<file path="src/rtl/fetch_if.sv">
// Fetch unit bus bundle: instruction-memory read port, decode handshake,
// and the redirect/halt control inputs from the core.
interface fetch_if #(
    parameter int ADDR_W = 10,
    parameter int DATA_W = 16
);
    logic [ADDR_W-1:0] im_addr;
    logic [DATA_W-1:0] im_data;
    logic [DATA_W-1:0] instr;
    logic [ADDR_W-1:0] instr_pc;
    logic              instr_valid;
    logic              instr_ready;
    logic              redirect;
    logic [ADDR_W-1:0] redirect_pc;
    logic              halt;
    logic              halt_ack;

    // Fetch unit side.
    modport master (
        output im_addr,
        input  im_data,
        output instr,
        output instr_pc,
        output instr_valid,
        input  instr_ready,
        input  redirect,
        input  redirect_pc,
        input  halt,
        output halt_ack
    );

    // Memory / decode / core side.
    modport slave (
        input  im_addr,
        output im_data,
        input  instr,
        input  instr_pc,
        input  instr_valid,
        output instr_ready,
        output redirect,
        output redirect_pc,
        output halt,
        input  halt_ack
    );
endinterface

</file>
<file path="src/rtl/fetch_unit.sv">
// Instruction fetch front end: drives the PC onto the instruction memory,
// captures the combinationally returned word into a small prefetch queue and
// hands words to decode over valid/ready. Redirect flushes the queue and
// reloads the PC; halt stops fetching and acknowledges once the queue drains.
module fetch_unit #(
    parameter int          ADDR_W   = 10,
    parameter int          DATA_W   = 16,
    parameter int unsigned RESET_PC = 0,
    parameter int          DEPTH    = 2
) (
    input  logic     clk,
    input  logic     rst,
    fetch_if.master  bus
);
    localparam int PTR_W = $clog2(DEPTH);
    localparam int CNT_W = $clog2(DEPTH + 1);
    localparam logic [CNT_W-1:0]  CNT_FULL   = CNT_W'(DEPTH);
    localparam logic [ADDR_W-1:0] RESET_PC_V = ADDR_W'(RESET_PC);

    localparam logic [0:0] S_RUN  = 1'b0;
    localparam logic [0:0] S_HALT = 1'b1;

    logic [ADDR_W-1:0] pc;
    logic [0:0]        state;
    logic [CNT_W-1:0]  count;
    logic [PTR_W-1:0]  rd_ptr;
    logic [PTR_W-1:0]  wr_ptr;
    logic [DATA_W-1:0] q_data [DEPTH];
    logic [ADDR_W-1:0] q_pc   [DEPTH];

    logic empty;
    logic full;
    logic pop;
    logic push;

    assign empty = (count == '0);
    assign full  = (count == CNT_FULL);

    // A pop at full frees the slot the incoming word lands in, so a stalled
    // queue restarts without a bubble.
    assign pop  = !empty && bus.instr_ready;
    assign push = (state == S_RUN) && !bus.halt && !bus.redirect && (!full || pop);

    // Memory address comes straight from the PC register.
    assign bus.im_addr = pc;

    assign bus.instr_valid = !empty;
    assign bus.instr       = empty ? '0 : q_data[rd_ptr];
    assign bus.instr_pc    = empty ? '0 : q_pc[rd_ptr];
    assign bus.halt_ack    = (state == S_HALT) && empty;

    // PC: redirect wins, otherwise advance (wrapping) on every fetched word.
    always_ff @(posedge clk or negedge rst) begin
        if (!rst) begin
            pc <= RESET_PC_V;
        end else if (bus.redirect) begin
            pc <= bus.redirect_pc;
        end else if (push) begin
            pc <= pc + ADDR_W'(1);
        end
    end

    // Run/halt state; a redirect leaves the state untouched.
    always_ff @(posedge clk or negedge rst) begin
        if (!rst) begin
            state <= S_RUN;
        end else if (!bus.redirect) begin
            if (state == S_RUN && bus.halt) begin
                state <= S_HALT;
            end else if (state == S_HALT && !bus.halt) begin
                state <= S_RUN;
            end
        end
    end

    // Queue occupancy and pointers; redirect flushes everything, including a
    // word decode takes in the same cycle.
    always_ff @(posedge clk or negedge rst) begin
        if (!rst) begin
            count  <= '0;
            rd_ptr <= '0;
            wr_ptr <= '0;
        end else if (bus.redirect) begin
            count  <= '0;
            rd_ptr <= '0;
            wr_ptr <= '0;
        end else begin
            if (push) begin
                wr_ptr <= wr_ptr + PTR_W'(1);
            end
            if (pop) begin
                rd_ptr <= rd_ptr + PTR_W'(1);
            end
            if (push && !pop) begin
                count <= count + CNT_W'(1);
            end else if (pop && !push) begin
                count <= count - CNT_W'(1);
            end
        end
    end

    // Queue storage holds data only; validity is tracked by count.
    always_ff @(posedge clk) begin
        if (push) begin
            q_data[wr_ptr] <= bus.im_data;
            q_pc[wr_ptr]   <= pc;
        end
    end
endmodule

</file>
<file path="src/flat_wrapper.sv">
// flat-port wrapper written by rule: the top's interface ports become plain ports
module fetch_unit_flat 
#(
    parameter int          ADDR_W   = 10,
    parameter int          DATA_W   = 16,
    parameter int unsigned RESET_PC = 0,
    parameter int          DEPTH    = 2
)
  (clk, rst, bus_im_addr, bus_im_data, bus_instr, bus_instr_pc, bus_instr_valid, bus_instr_ready, bus_redirect, bus_redirect_pc, bus_halt, bus_halt_ack);
  fetch_if #(.ADDR_W(ADDR_W), .DATA_W(DATA_W)) bus_i ();
  input  logic clk;
  input  logic rst;
  output wire logic [$bits(bus_i.im_addr)-1:0] bus_im_addr;
  input wire logic [$bits(bus_i.im_data)-1:0] bus_im_data;
  output wire logic [$bits(bus_i.instr)-1:0] bus_instr;
  output wire logic [$bits(bus_i.instr_pc)-1:0] bus_instr_pc;
  output wire logic [$bits(bus_i.instr_valid)-1:0] bus_instr_valid;
  input wire logic [$bits(bus_i.instr_ready)-1:0] bus_instr_ready;
  input wire logic [$bits(bus_i.redirect)-1:0] bus_redirect;
  input wire logic [$bits(bus_i.redirect_pc)-1:0] bus_redirect_pc;
  input wire logic [$bits(bus_i.halt)-1:0] bus_halt;
  output wire logic [$bits(bus_i.halt_ack)-1:0] bus_halt_ack;
  assign bus_im_addr = bus_i.im_addr;
  assign bus_i.im_data = bus_im_data;
  assign bus_instr = bus_i.instr;
  assign bus_instr_pc = bus_i.instr_pc;
  assign bus_instr_valid = bus_i.instr_valid;
  assign bus_i.instr_ready = bus_instr_ready;
  assign bus_i.redirect = bus_redirect;
  assign bus_i.redirect_pc = bus_redirect_pc;
  assign bus_i.halt = bus_halt;
  assign bus_halt_ack = bus_i.halt_ack;
  fetch_unit #(.ADDR_W(ADDR_W), .DATA_W(DATA_W), .RESET_PC(RESET_PC), .DEPTH(DEPTH)) u_core (.clk(clk), .rst(rst), .bus(bus_i));
endmodule
</file>
<file path="config.mk">
export PLATFORM = sky130hd
export DESIGN_NAME = fetch_unit_flat
export DESIGN_NICKNAME = d
export VERILOG_FILES = /design/src/rtl/fetch_if.sv /design/src/rtl/fetch_unit.sv /design/src/flat_wrapper.sv
export SDC_FILE = /design/constraint.sdc
export NUM_CORES = 1
export LEC_CHECK = 0
export ABC_AREA = 1
export CAP_MARGIN = 40
export CORE_MARGIN = 1.5
export CORE_UTILIZATION = 30
export DETAILED_ROUTE_END_ITERATION = 10
export GPL_ROUTABILITY_DRIVEN = 0
export SKIP_LAST_GASP = 1
export SYNTH_ARGS = -nofsm -noshare
export SYNTH_HDL_FRONTEND = slang
export SYNTH_SLANG_ARGS = --single-unit
</file>
<file path="constraint.sdc">
create_clock -name clk -period 3.4 [get_ports clk]
set_input_delay 0.34 -clock clk [delete_from_list [all_inputs] [get_ports clk]]
set_output_delay 0.34 -clock clk [all_outputs]
set_load 0.01 [all_outputs]
</file>
==> results.py <==
metrics = {
    "timing": {
        "skew_ns": 0.00675,
        "hold_ws_ns": 0.421,
        "slew_headroom_pct": 53.1,
        "setup-violations-final": 0,
        "min_period_ns": 2.55,
        "rsz0062_at_grt": "no",
        "post-route-period-util_pct": 75.0,
        "max_freq_ghz": 0.392,
        "hold_violations": 0,
        "fin_ws_ns": 0.850,
        "drv_slew": 0,
        "finalSetupTns_ns": 0,
        "worst_pin_slew_ns": 0.701,
    },
    "synthesis": {
        "muxShareOfSynthArea_pct": 0,
        "syn_area_per_cell_sq_um": 10.6,
        "syn_nets": 308,
        "synthAdderAreaFrac_pct": 1.30,
        "synth_cells": 274,
        "synth-xor-area-share_pct": 0.604,
        "synth_cell_type_count": 26,
        "synth_compound_area_share_pct": 6.91,
        "synth_top_family_by_area": "simple AND/OR/NAND/NOR gates",
        "synth-seq-cells": 67,
        "ys_seq_area_share_pct": 66.8,
        "syn_area_sq_mm": 0.00290,
        "yosys.area_share.simple_pct": 20.5,
        "yosysWarnings": 0,
    },
    "drt": {
        "drcViolationCount": 0,
        "wire_per_inst_um": 13.0,
        "vias": 2134,
        "drt-initial-drc-count": 69,
        "antenna_left": 0,
        "vias_per_cell": 4.42,
        "drtPass1Iterations": 4,
        "drt-total-wl_um": 6290,
    },
    "clock_network": {
        "cts_sinks": 67,
        "post-cts-setup-buffers": 0,
        "clk_pin_slew_ns": 0.07,
        "cts-hold-fix-buffers": 0,
        "cts_tree": "done",
        "cts_root_buffer": "clkbuf_8",
        "cts-resized-gates": 0,
        "clk_latency_ns": 0.34,
        "cts_htree_levels": 3,
        "clockBufferDepth": 2,
        "numCtsBuffers": 9,
    },
    "power_and_ir_drop": {
        "p_leak_nw": 1.53,
        "ir_drop_mv": 0.336,
        "powerDensity_mw_per_mm2": 722,
    },
    "finish": {
        "fin_nets": 383,
        "utilization_pct": 42.5,
        "final_common_cell": "nand2_1",
        "finalInstanceArea_sq_mm": 0.00395,
        "final_cell_mix": "99 x nand2_1, 68 x clkdlybuf4s50_1, 52 x edfxtp_1, 29 x a21oi_1, 16 x nand3_1",
        "multiInputGateArea_sq_um": 852,
        "syn_to_final_growth_pct": 36.3,
        "antennaDiodeCount": 0,
        "fill_cells": 928,
        "drive_above_1_share_pct": 10.2,
        "seq_area_sq_mm": 0.00194,
    },
    "run_status": {
        "status": "finished, final reports clean",
    },
    "critical_path": {
        "arrival_ns": 2.21,
        "cp_max_fo": 28,
        "required_ns": 3.06,
        "r2r_slack_ns": 1.48,
        "r2r_end": "u_core.q_data[0][3]",
        "critPathKind": "flop to primary output",
        "startpoint_type": "flop",
        "end_kind": "primary output",
        "reg2regPathDepth": 9,
        "r2r-start": "u_core.state",
    },
    "die": {
        "fp.dieW_um": 101,
        "initial_utilization_pct": 31.2,
        "rows": 35,
        "dieHeight_um": 101,
        "die_area_sq_mm": 0.0103,
        "core_area_sq_mm": 0.00928,
        "pin_count": 69,
    },
    "global_routing": {
        "grt_start_max_net_pins": 29,
        "grt_overflow": 0,
        "grtUsageTotal_pct": 13.1,
        "grt_first_pass_wirelength_um": 10100,
        "antenna_found_initial": 0,
        "grt_pass1_vias": 2100,
    },
    "place": {
        "port_buffers": 68,
        "pre_cts_slack_ns": 0.800,
        "placed_area_sq_mm": 0.00373,
        "hpwlAfterDp_um": 4240,
    },
    "min_path": {
        "hp-class": "primary input to asynchronous set/reset pin",
    },
    "run": {
        "drv_cap": 0,
    },
}
## registers in the layout, indices dropped and copies added, names as in the netlist
name and count:
u_core.wr_ptr 1, u_core.rd_ptr 1, u_core.state 1, u_core.q_pc 20, u_core.bus.im_addr 10, u_core.count 2, u_core.q_data 32
## worst max-delay path by stage
stage / endpoint / slack (ns) / cells past startpoint / from
after floorplan: u_core.q_data[1][0] / 1.0 / 6 / u_core.state
after global placement: u_core.q_data[0][7] / 0.93 / 9 / bus_redirect
after detailed placement: u_core.q_data[0][10] / 0.80 / 9 / bus_redirect
after CTS: bus_instr_pc[0] / 0.80 / 5 / u_core.rd_ptr
after global routing: bus_instr_pc[9] / 0.66 / 5 / u_core.rd_ptr
final: bus_instr_pc[2] / 0.85 / 5 / u_core.rd_ptr
## synth_stat cells
cell type | number | area share, %
o21ai_0 | 3 | 0.52
o21ai_4 | 1 | 0.56
nand4_1 | 1 | 0.22
dfrtp_1 | 15 | 13
nand3_2 | 4 | 1.4
nand2_4 | 1 | 0.39
o22ai_1 | 1 | 0.22
buf_2 | 7 | 1.2
nor2_2 | 1 | 0.22
nand2_1 | 99 | 13
nor3_1 | 1 | 0.17
clkinv_4 | 1 | 0.30
nand3b_1 | 1 | 0.26
xor2_1 | 1 | 0.30
a21oi_1 | 29 | 5.0
inv_2 | 3 | 0.39
xnor2_1 | 1 | 0.30
clkbuf_1 | 1 | 0.13
o21a_1 | 1 | 0.26
o21ai_1 | 2 | 0.35
edfxtp_1 | 52 | 54
ha_1 | 3 | 1.3
nand2_2 | 4 | 0.86
nand3_1 | 16 | 2.8
nor2_1 | 11 | 1.4
inv_1 | 14 | 1.8
## worst max-delay path: stages (launching register included)
cell,delay [ns]
dfrtp_1,0.36
buf_4,0.23
inv_2,0.41
nand2_1,0.11
a21oi_1,0.20
clkdlybuf4s50_1,0.57
## where the power goes
| part | leakage [nW] | switching [W] | internal (W) | total (W) |
|---|---|---|---|---|
| logic | 0.769 | 0.000564 | 0.000492 | 0.00106 |
| clock network | 0.101 | 0.000300 | 0.000410 | 0.000710 |
| registers | 0.656 | 0.0000849 | 0.00100 | 0.00109 |
## final cells by class
cell class                 count  area share, %
clock inverter                 7           2.34
tap                          129           4.09
sequential                    67           49.0
inverter                      18           1.84
clock buffer                   9           3.14
timing repair buffer          72           18.0
multi-input combinational    181           21.6
## per-layer routing
layer / wire [um] / up-vias / GRT usage [%]
met4: 96 / 0 / 5.45
met5: 0 / - / 0
met2: 2960 / 72 / 21.1
met1: 2880 / 987 / 16.9
li1: - / 1067 / -
met3: 344 / 8 / 3.38
## kinds of logic after synthesis
logic type | Yosys count
fa+ha+maj | 3
compound gates | 37
xor+xnor | 2
simple gates | 139
buf+inv | 26
flops | 67
## through the flow
step	instances	total power, W
finish	483	0.00285
detailed placement	467	0.00218
CTS	483	0.00289
floorplan	274	0.00162
global placement	467	0.00217
global route	483	0.00303
(Power assumes the default switching activity.)
